### src/rtl/sample_stream_demux.sv
// Framed host-byte demultiplexer: parses SYNC/header/length frames from the FT245 path
// and steers payload bytes to one of N_CH channel FIFOs or into a per-channel config byte.
module sample_stream_demux #(
  parameter int          N_CH         = 2,
  parameter logic [7:0]  SYNC         = 8'hA5,
  parameter int unsigned TIMEOUT_CLKS = 1280000
) (
  input  logic              clk,
  input  logic              rst,
  input  logic [7:0]        in_data,
  input  logic              in_valid,
  output logic              in_ready,
  output logic [7:0]        ch_data,
  output logic [N_CH-1:0]   ch_valid,
  input  logic [N_CH-1:0]   ch_ready,
  output logic [8*N_CH-1:0] cfg,
  output logic [7:0]        err_count,
  output logic              frame_done,
  output logic              frame_active
);

  typedef enum logic [2:0] {
    HUNT    = 3'd0,
    HEADER  = 3'd1,
    LENGTH  = 3'd2,
    PAYLOAD = 3'd3,
    CONFIG  = 3'd4,
    DROP    = 3'd5
  } state_t;

  state_t              state_q, state_d;
  logic [2:0]          sel_q, sel_d;
  logic                is_cfg_q, is_cfg_d;
  logic [8:0]          cnt_q, cnt_d;
  logic [31:0]         idle_q, idle_d;
  logic [8*N_CH-1:0]   cfg_q, cfg_d;
  logic [7:0]          err_q, err_d;
  logic                done_q, done_d;
  logic                sel_rdy;
  logic                acc;

  function automatic logic [7:0] sat_inc(input logic [7:0] v);
    return (v == 8'hFF) ? v : v + 8'd1;
  endfunction

  // Channel select decode; sel_q is always < N_CH while in PAYLOAD/CONFIG.
  always_comb begin
    sel_rdy  = 1'b0;
    ch_valid = '0;
    for (int k = 0; k < N_CH; k++) begin
      if (sel_q == 3'(k)) begin
        sel_rdy = ch_ready[k];
        if (state_q == PAYLOAD) ch_valid[k] = in_valid;
      end
    end
  end

  assign in_ready     = (state_q == PAYLOAD) ? sel_rdy : 1'b1;
  assign acc          = in_valid & in_ready;
  assign ch_data      = in_data;
  assign cfg          = cfg_q;
  assign err_count    = err_q;
  assign frame_done   = done_q;
  assign frame_active = (state_q != HUNT);

  always_comb begin
    state_d  = state_q;
    sel_d    = sel_q;
    is_cfg_d = is_cfg_q;
    cnt_d    = cnt_q;
    idle_d   = '0;
    cfg_d    = cfg_q;
    err_d    = err_q;
    done_d   = 1'b0;

    if (state_q != HUNT && !acc) begin
      // Host stall and channel back-pressure both land here.
      if (TIMEOUT_CLKS != 0 && idle_q == TIMEOUT_CLKS - 1) begin
        state_d = HUNT;
        err_d   = sat_inc(err_q);
      end else begin
        idle_d = idle_q + 32'd1;
      end
    end else if (acc) begin
      unique case (state_q)
        HUNT: if (in_data == SYNC) state_d = HEADER;
        HEADER: begin
          sel_d    = in_data[2:0];
          is_cfg_d = in_data[7];
          state_d  = LENGTH;
        end
        LENGTH: begin
          cnt_d = (in_data == 8'd0) ? 9'd256 : {1'b0, in_data};
          if (32'(sel_q) >= 32'(N_CH)) begin
            state_d = DROP;
            err_d   = sat_inc(err_q);
          end else if (is_cfg_q) begin
            state_d = CONFIG;
          end else begin
            state_d = PAYLOAD;
          end
        end
        PAYLOAD, CONFIG, DROP: begin
          cnt_d = cnt_q - 9'd1;
          if (state_q == CONFIG) begin
            for (int k = 0; k < N_CH; k++)
              if (sel_q == 3'(k)) cfg_d[8*k +: 8] = in_data;
          end
          if (cnt_q == 9'd1) begin
            state_d = HUNT;
            done_d  = (state_q != DROP);
          end
        end
        default: state_d = HUNT;
      endcase
    end
  end

  always_ff @(posedge clk) begin
    if (rst) begin
      state_q  <= HUNT;
      sel_q    <= '0;
      is_cfg_q <= 1'b0;
      cnt_q    <= '0;
      idle_q   <= '0;
      cfg_q    <= '0;
      err_q    <= '0;
      done_q   <= 1'b0;
    end else begin
      state_q  <= state_d;
      sel_q    <= sel_d;
      is_cfg_q <= is_cfg_d;
      cnt_q    <= cnt_d;
      idle_q   <= idle_d;
      cfg_q    <= cfg_d;
      err_q    <= err_d;
      done_q   <= done_d;
    end
  end

endmodule
### config.mk
export PLATFORM = sky130hd
export DESIGN_NAME = sample_stream_demux
export DESIGN_NICKNAME = d
export VERILOG_FILES = /design/src/rtl/sample_stream_demux.sv
export SDC_FILE = /design/constraint.sdc
export NUM_CORES = 1
export LEC_CHECK = 0
export BUFFER_PORTS_ARGS = -buffer_cell sky130_fd_sc_hd__buf_4
export CORE_MARGIN = 10
export CORE_UTILIZATION = 31
export DETAILED_ROUTE_END_ITERATION = 12
export PLACE_DENSITY = 0.51
export SLEW_MARGIN = 40
export SYNTH_ARGS = -nofsm -noshare
export SYNTH_HDL_FRONTEND = slang
export SYNTH_SLANG_ARGS = --single-unit
### constraint.sdc
create_clock -name clk -period 4.1 [get_ports clk]
set_input_delay 0.41 -clock clk [delete_from_list [all_inputs] [get_ports clk]]
set_output_delay 0.41 -clock clk [all_outputs]
set_load 0.05 [all_outputs]
# After elaboration in Yosys (flattened, before gate mapping)
# Cells that the tools add are included.
dict set report op_classes {
  bitwise_logic 5
  n_addsub 3
  order_cmp 1
  eq_ne 14
  muxes 22
  reduce_logical 19
}
# cell count
set op_table {}
lappend op_table {{$mux W8} 6}
lappend op_table {{$add A32 B1 Y32 const B} 1}
lappend op_table {{$eq A32 B21 Y1 const B} 1}
lappend op_table {{$mux W3} 7}
lappend op_table {{$pmux W9 S2} 1}
lappend op_table {{$eq A8 B8 Y1 const B} 2}
lappend op_table {{$pmux W3 S4} 1}
lappend op_table {{$reduce_and A5 Y1} 2}
lappend op_table {{$eq A9 B1 Y1 const B} 1}
lappend op_table {{$mux W9} 1}
lappend op_table {{$ne A3 B3 Y1 const B} 3}
lappend op_table {{$sub A9 B1 Y9 const B} 1}
lappend op_table {{$add A8 B1 Y8 const B} 1}
lappend op_table {{$logic_not A8 Y1} 1}
lappend op_table {{$reduce_and A4 Y1} 2}
lappend op_table {{$reduce_bool A2 Y1} 4}
lappend op_table {{$eq A3 B1 Y1 const B} 2}
lappend op_table {{$eq A3 B2 Y1 const B} 2}
lappend op_table {{$eq A3 B3 Y1 const B} 2}
lappend op_table {{$logic_not A3 Y1} 2}
lappend op_table {{$mux W1} 6}
lappend op_table {{$reduce_and A3 Y1} 2}
lappend op_table {{$reduce_or A3 Y1} 2}
lappend op_table {{$reduce_or A5 Y1} 1}
lappend op_table {{other kinds (7)} 10}
dict set report totals {
  regBits 73
  output_inout_bits 37
}

# Depth between registers and ports, before layout
dict set report logic_depth {
  depth_word 9
  mapped_depth 8
}

# Least setup slack after synthesis
# OpenSTA, ideal clock, no wires.
dict set report synth_path {
  kind {flip-flop to output port}
  from {register sel_q[1]}
  to {output port ch_valid[0]}
  arrival_time_ns 1.693
  stages_incl_launch_ff 4
  setup_slack_ns 1.997
  cell_sequence {dfxtp_1 > nor2_2 > nand2_1 > nor3_1}
}
dict set report synth_via {
  elab_chain_cells 2
}
# item line_no
set synth_rtl {}
lappend synth_rtl {{start: declaration} 32} ;# logic [2:0] sel_q, sel_d;
lappend synth_rtl {{start signal: assignment} 131} ;# sel_q <= sel_d;
lappend synth_rtl {{$logic_not A3 Y1} 51} ;# if (sel_q == 3'(k)) begin
lappend synth_rtl {{$mux W1} 51}
lappend synth_rtl {{end: declaration} 14} ;# output logic [N_CH-1:0] ch_valid,
# Every way passes these cells.

# Final worst setup path
dict set report layout_path {
  from {register state_q[0]}
  to {register err_q[0], in the netlist err_count[0]}
}
dict set report layout_via {
  elab_chain_cells 7
  elab_cells_between_ends 13
}
# item line_no
set layout_rtl {}
lappend layout_rtl {{start: declaration} 31} ;# state_t state_q, state_d;
lappend layout_rtl {{start signal: assignment} 130} ;# state_q <= state_d;
lappend layout_rtl {{$eq A3 B2 Y1} 58} ;# assign in_ready = (state_q == PAYLOAD) ? sel_rdy : 1'b1;
lappend layout_rtl {{$mux W1} 58}
lappend layout_rtl {{$and A1 B1 Y1} 59} ;# assign acc = in_valid & in_ready;
lappend layout_rtl {{$logic_not A1 Y1} 76} ;# if (state_q != HUNT && !acc) begin
lappend layout_rtl {{$logic_and A1 B1 Y1} 76}
lappend layout_rtl {{$ne A2 B1 Y1 (no line) or $reduce_bool A2 Y1 (tied branches)} n/a}
lappend layout_rtl {{$reduce_and A4 Y1 (no line)} n/a}
lappend layout_rtl {{end signal: assignment} 136} ;# err_q <= err_d;
lappend layout_rtl {{end: declaration} 37} ;# logic [7:0] err_q, err_d;
# Several ways; a longest one is shown, not always the timed one.
# A chain may end at the register's enable or synchronous reset.

==> results.json <==
{
  "postRouteAntennaNets": 0,
  "clk_latency_ns": 0.34,
  "max_freq_mhz": 448.3,
  "drt_iter0_markers": 173,
  "grtUsageTotal_pct": 11.08,
  "r2r_end": "err_count[0]",
  "crit_fanout": 13,
  "wl_um": 9045,
  "hp-start": "in_data[3]",
  "fin_crit_ns": 2.230,
  "grt_max_degree": 46,
  "final_max_slew_viol_count": 0,
  "avgSynthCellArea_um2": 9.061,
  "setup-tns-final_ns": 0,
  "final_cell_mix": "dfxtp_1 (73), nor2_1 (72), buf_4 (50)",
  "cellPowerDensity_nw_per_um2": 415.9,
  "ios": 50,
  "cap_violations": 0,
  "drc": 0,
  "regToRegStartpoint": "state_q[0]",
  "ir_worst_vdd_mv": 0.2585,
  "synth_fp_nets": 439,
  "antenna_found_initial": 0,
  "synth_mux_area_share_pct": 7.363,
  "ys_seq_area_share_pct": 38.22,
  "ctsHtreeMaxLevel": 3,
  "dp_hpwl_um": 6507,
  "clock-sinks": 73,
  "dieWidth_um": 131.1,
  "overflow": 0,
  "p_leak_uw": 0.001639,
  "tritoncts": "done",
  "arrival_ns": 2.45,
  "vias_per_cell": 4.928,
  "dr.pass1.iters": 5,
  "grt_pass1_vias": 3028,
  "report.final.hold_viol_count": 0,
  "cpMaxStageDelayCell": "dfxtp_1",
  "comb_power_share_pct": 14.2,
  "synth_edf_count": 0,
  "ys_warn_count": 0,
  "tightest_slew_ns": 0.7738,
  "skew_ns": 0.005902,
  "synthAdderAreaFrac_pct": 1.309,
  "start_util_pct": 31.70,
  "max_slew_margin_pct": 48.03,
  "start_kind": "flop",
  "rows": 40,
  "insertedDiodeCount": 0,
  "min_path_cells": 3,
  "power.total_uw": 1878,
  "clockBufferDepth": 2,
  "p_int_uw": 1357,
  "clockPowerShare_pct": 44.8,
  "synth.distinct_cells": 69,
  "final_common_cell": "dfxtp_1",
  "port_buffers": 49,
  "synth_top_cell_by_area": "dfxtp_1",
  "reg2regPathDepth": 5,
  "sw_frac_of_total_pct": 27.74,
  "rsz0062_at_grt": "no",
  "cts-root-buf": "clkbuf_16",
  "post_cts_buffers": 0,
  "hold_class": "input pin to flop",
  "place.gp.congestion": 0.7282,
  "layout_worst_path_cycle_share_pct": 54.40,
  "ys_seq_elements": 73,
  "max_stage_delay_ns": 0.64,
  "cts_hold_buf": 0,
  "synth-simple-area-share_pct": 28.27,
  "core_region_area_um2": 12060,
  "power.share.sequential_pct": 41.0,
  "ff2ff_setup_slack_ns": 1.87,
  "vias": 3080,
  "synth_xor_area_share_pct": 6.872,
  "synthFlopType": "dfxtp_1",
  "wl_per_cell_um": 14.47,
  "yosys.area.top_type_share_pct": 38.22,
  "syn2layout_area_growth_pct": 18.10,
  "ctsResizeCount": 0,
  "setup_viol": 0,
  "grt_pass1_wl_um": 15260,
  "syn-cell-area_um2": 3824,
  "cts_buffers": 9,
  "crit_type": "flop to flop",
  "cp_cell_sequence": "nand3b_4 -> a22oi_4 -> nand4_2 -> a21boi_2 -> mux2_1",
  "die_area_um2": 17180,
  "synthTopCellsByArea": "dfxtp_1 (38%), nor2_1 (7.1%), mux2i_1 (5.5%)",
  "postSynth.asyncResetShare_pct": 0,
  "drive_gt1_share_pct": 20.13,
  "whs_endpoint": "cfg[11]",
  "synth_top_family_by_area": "simple AND/OR/NAND/NOR gates",
  "cts.clk_slew.worst_paths_ns": 0.06,
  "status": "completed",
  "end_kind": "flop",
  "die_h_um": 131.1,
  "postSynthCellCount": 422,
  "switchingPower_uw": 521.0,
  "crit_required_ns": 4.32,
  "fin_nets": 469,
  "synth_compound_area_share_pct": 11.19
}
## final cells by class
cell class,count,area (um^2)
timing repair buffer,50,375.4
fill,1239,7546
clock inverter,6,91.34
multi-input combinational,306,2103
tap,168,210.2
sequential,73,1461
clock buffer,10,229.0
inverter,12,45.04
## flip-flops by register name (all words and copies together) (netlist names)
register,flops
state_q,3
cnt_q,9
idle_q,32
is_cfg_q,1
err_count,8
sel_q,3
frame_done,1
cfg,16
## power groups by stage
stage | clock network [uW] | registers [uW] | logic, uW
finish | 842 | 770 | 266
global route | 903 | 774 | 295
CTS | 864 | 769 | 268
detailed placement | 0 | 785 | 267
global placement | 0 | 785 | 266
floorplan | 0 | 764 | 232
## cell usage after synthesis, types with 3 or more instances
library cell and number:
dfxtp_1 73, clkbuf_1 8, mux2i_1 21, buf_2 6
buf_4 8, o311ai_0 4, buf_6 6, and3_1 11
nor2b_1 5, nor2_1 72, nand3_1 16, nor3_1 10
and4_1 4, inv_1 12, a21oi_1 12, nor4_1 9
a31oi_1 4, nand2_1 21, xor2_1 8, a211oi_1 3
nand4_1 11, nor4_2 6, xnor2_1 22, o21ai_0 3
a22oi_1 4, o31ai_1 5, ha_1 4, mux2_1 4
## worst max path at each step
stage          slack (ns)  startpoint  cells past startpoint            to
2_1_floorplan        2.00    in_valid                      3   ch_valid[0]
3_3_place_gp         1.92    in_valid                      5  err_count[0]
3_5_place_dp         1.86  state_q[0]                      5  err_count[0]
4_1_cts              1.86  state_q[0]                      5  err_count[0]
5_1_grt              1.71  state_q[0]                      5    state_q[0]
6_report             1.87  state_q[0]                      5  err_count[0]
## per-stage QoR
| stage | area [um^2] | setup slack, ns | hold WS (ns) | util (%) | std cells |
|---|---|---|---|---|---|
| 6_report | 4516 | 1.870 | 0.3601 | 37.44 | 625 |
| 3_5_place_dp | 4195 | 1.865 | 0.4343 | 34.78 | 609 |
| 3_3_place_gp | 4195 | 1.919 | 0.4225 | 34.78 | 609 |
| 2_1_floorplan | 3824 | 1.997 | 0.4132 | - | 422 |
| 4_1_cts | 4516 | 1.858 | 0.3547 | 37.44 | 625 |
| 5_1_grt | 4516 | 1.707 | 0.3679 | 37.44 | 625 |
## routing by layer
layer	GRT usage (%)	vias to the layer above	wire length, um
li1	-	1556	-
met1	13.77	1472	4224
met2	17.95	40	4346
met3	3.178	12	343
met4	3.859	0	131
met5	0	-	0
## critical path, delay by kind of cell (launching register included)
| family | cells | cell delay [ns] |
|---|---|---|
| DFF | 1 | 0.64 |
| muxes | 1 | 0.33 |
| and+or+nand+nor | 2 | 0.55 |
| AOI/OAI and AO/OA | 2 | 0.60 |
## logic make-up (layout without fill, tap and decap cells)
kind of cell	count (synthesis)	after routing
and+or+nand+nor	191	191
xor gates and xnor gates	30	30
AOI/OAI and AO/OA	54	54
muxes	27	27
adders and majority gates	4	4
buffers and inverters	43	78
DFF	73	73
(Power assumes the default switching activity.)
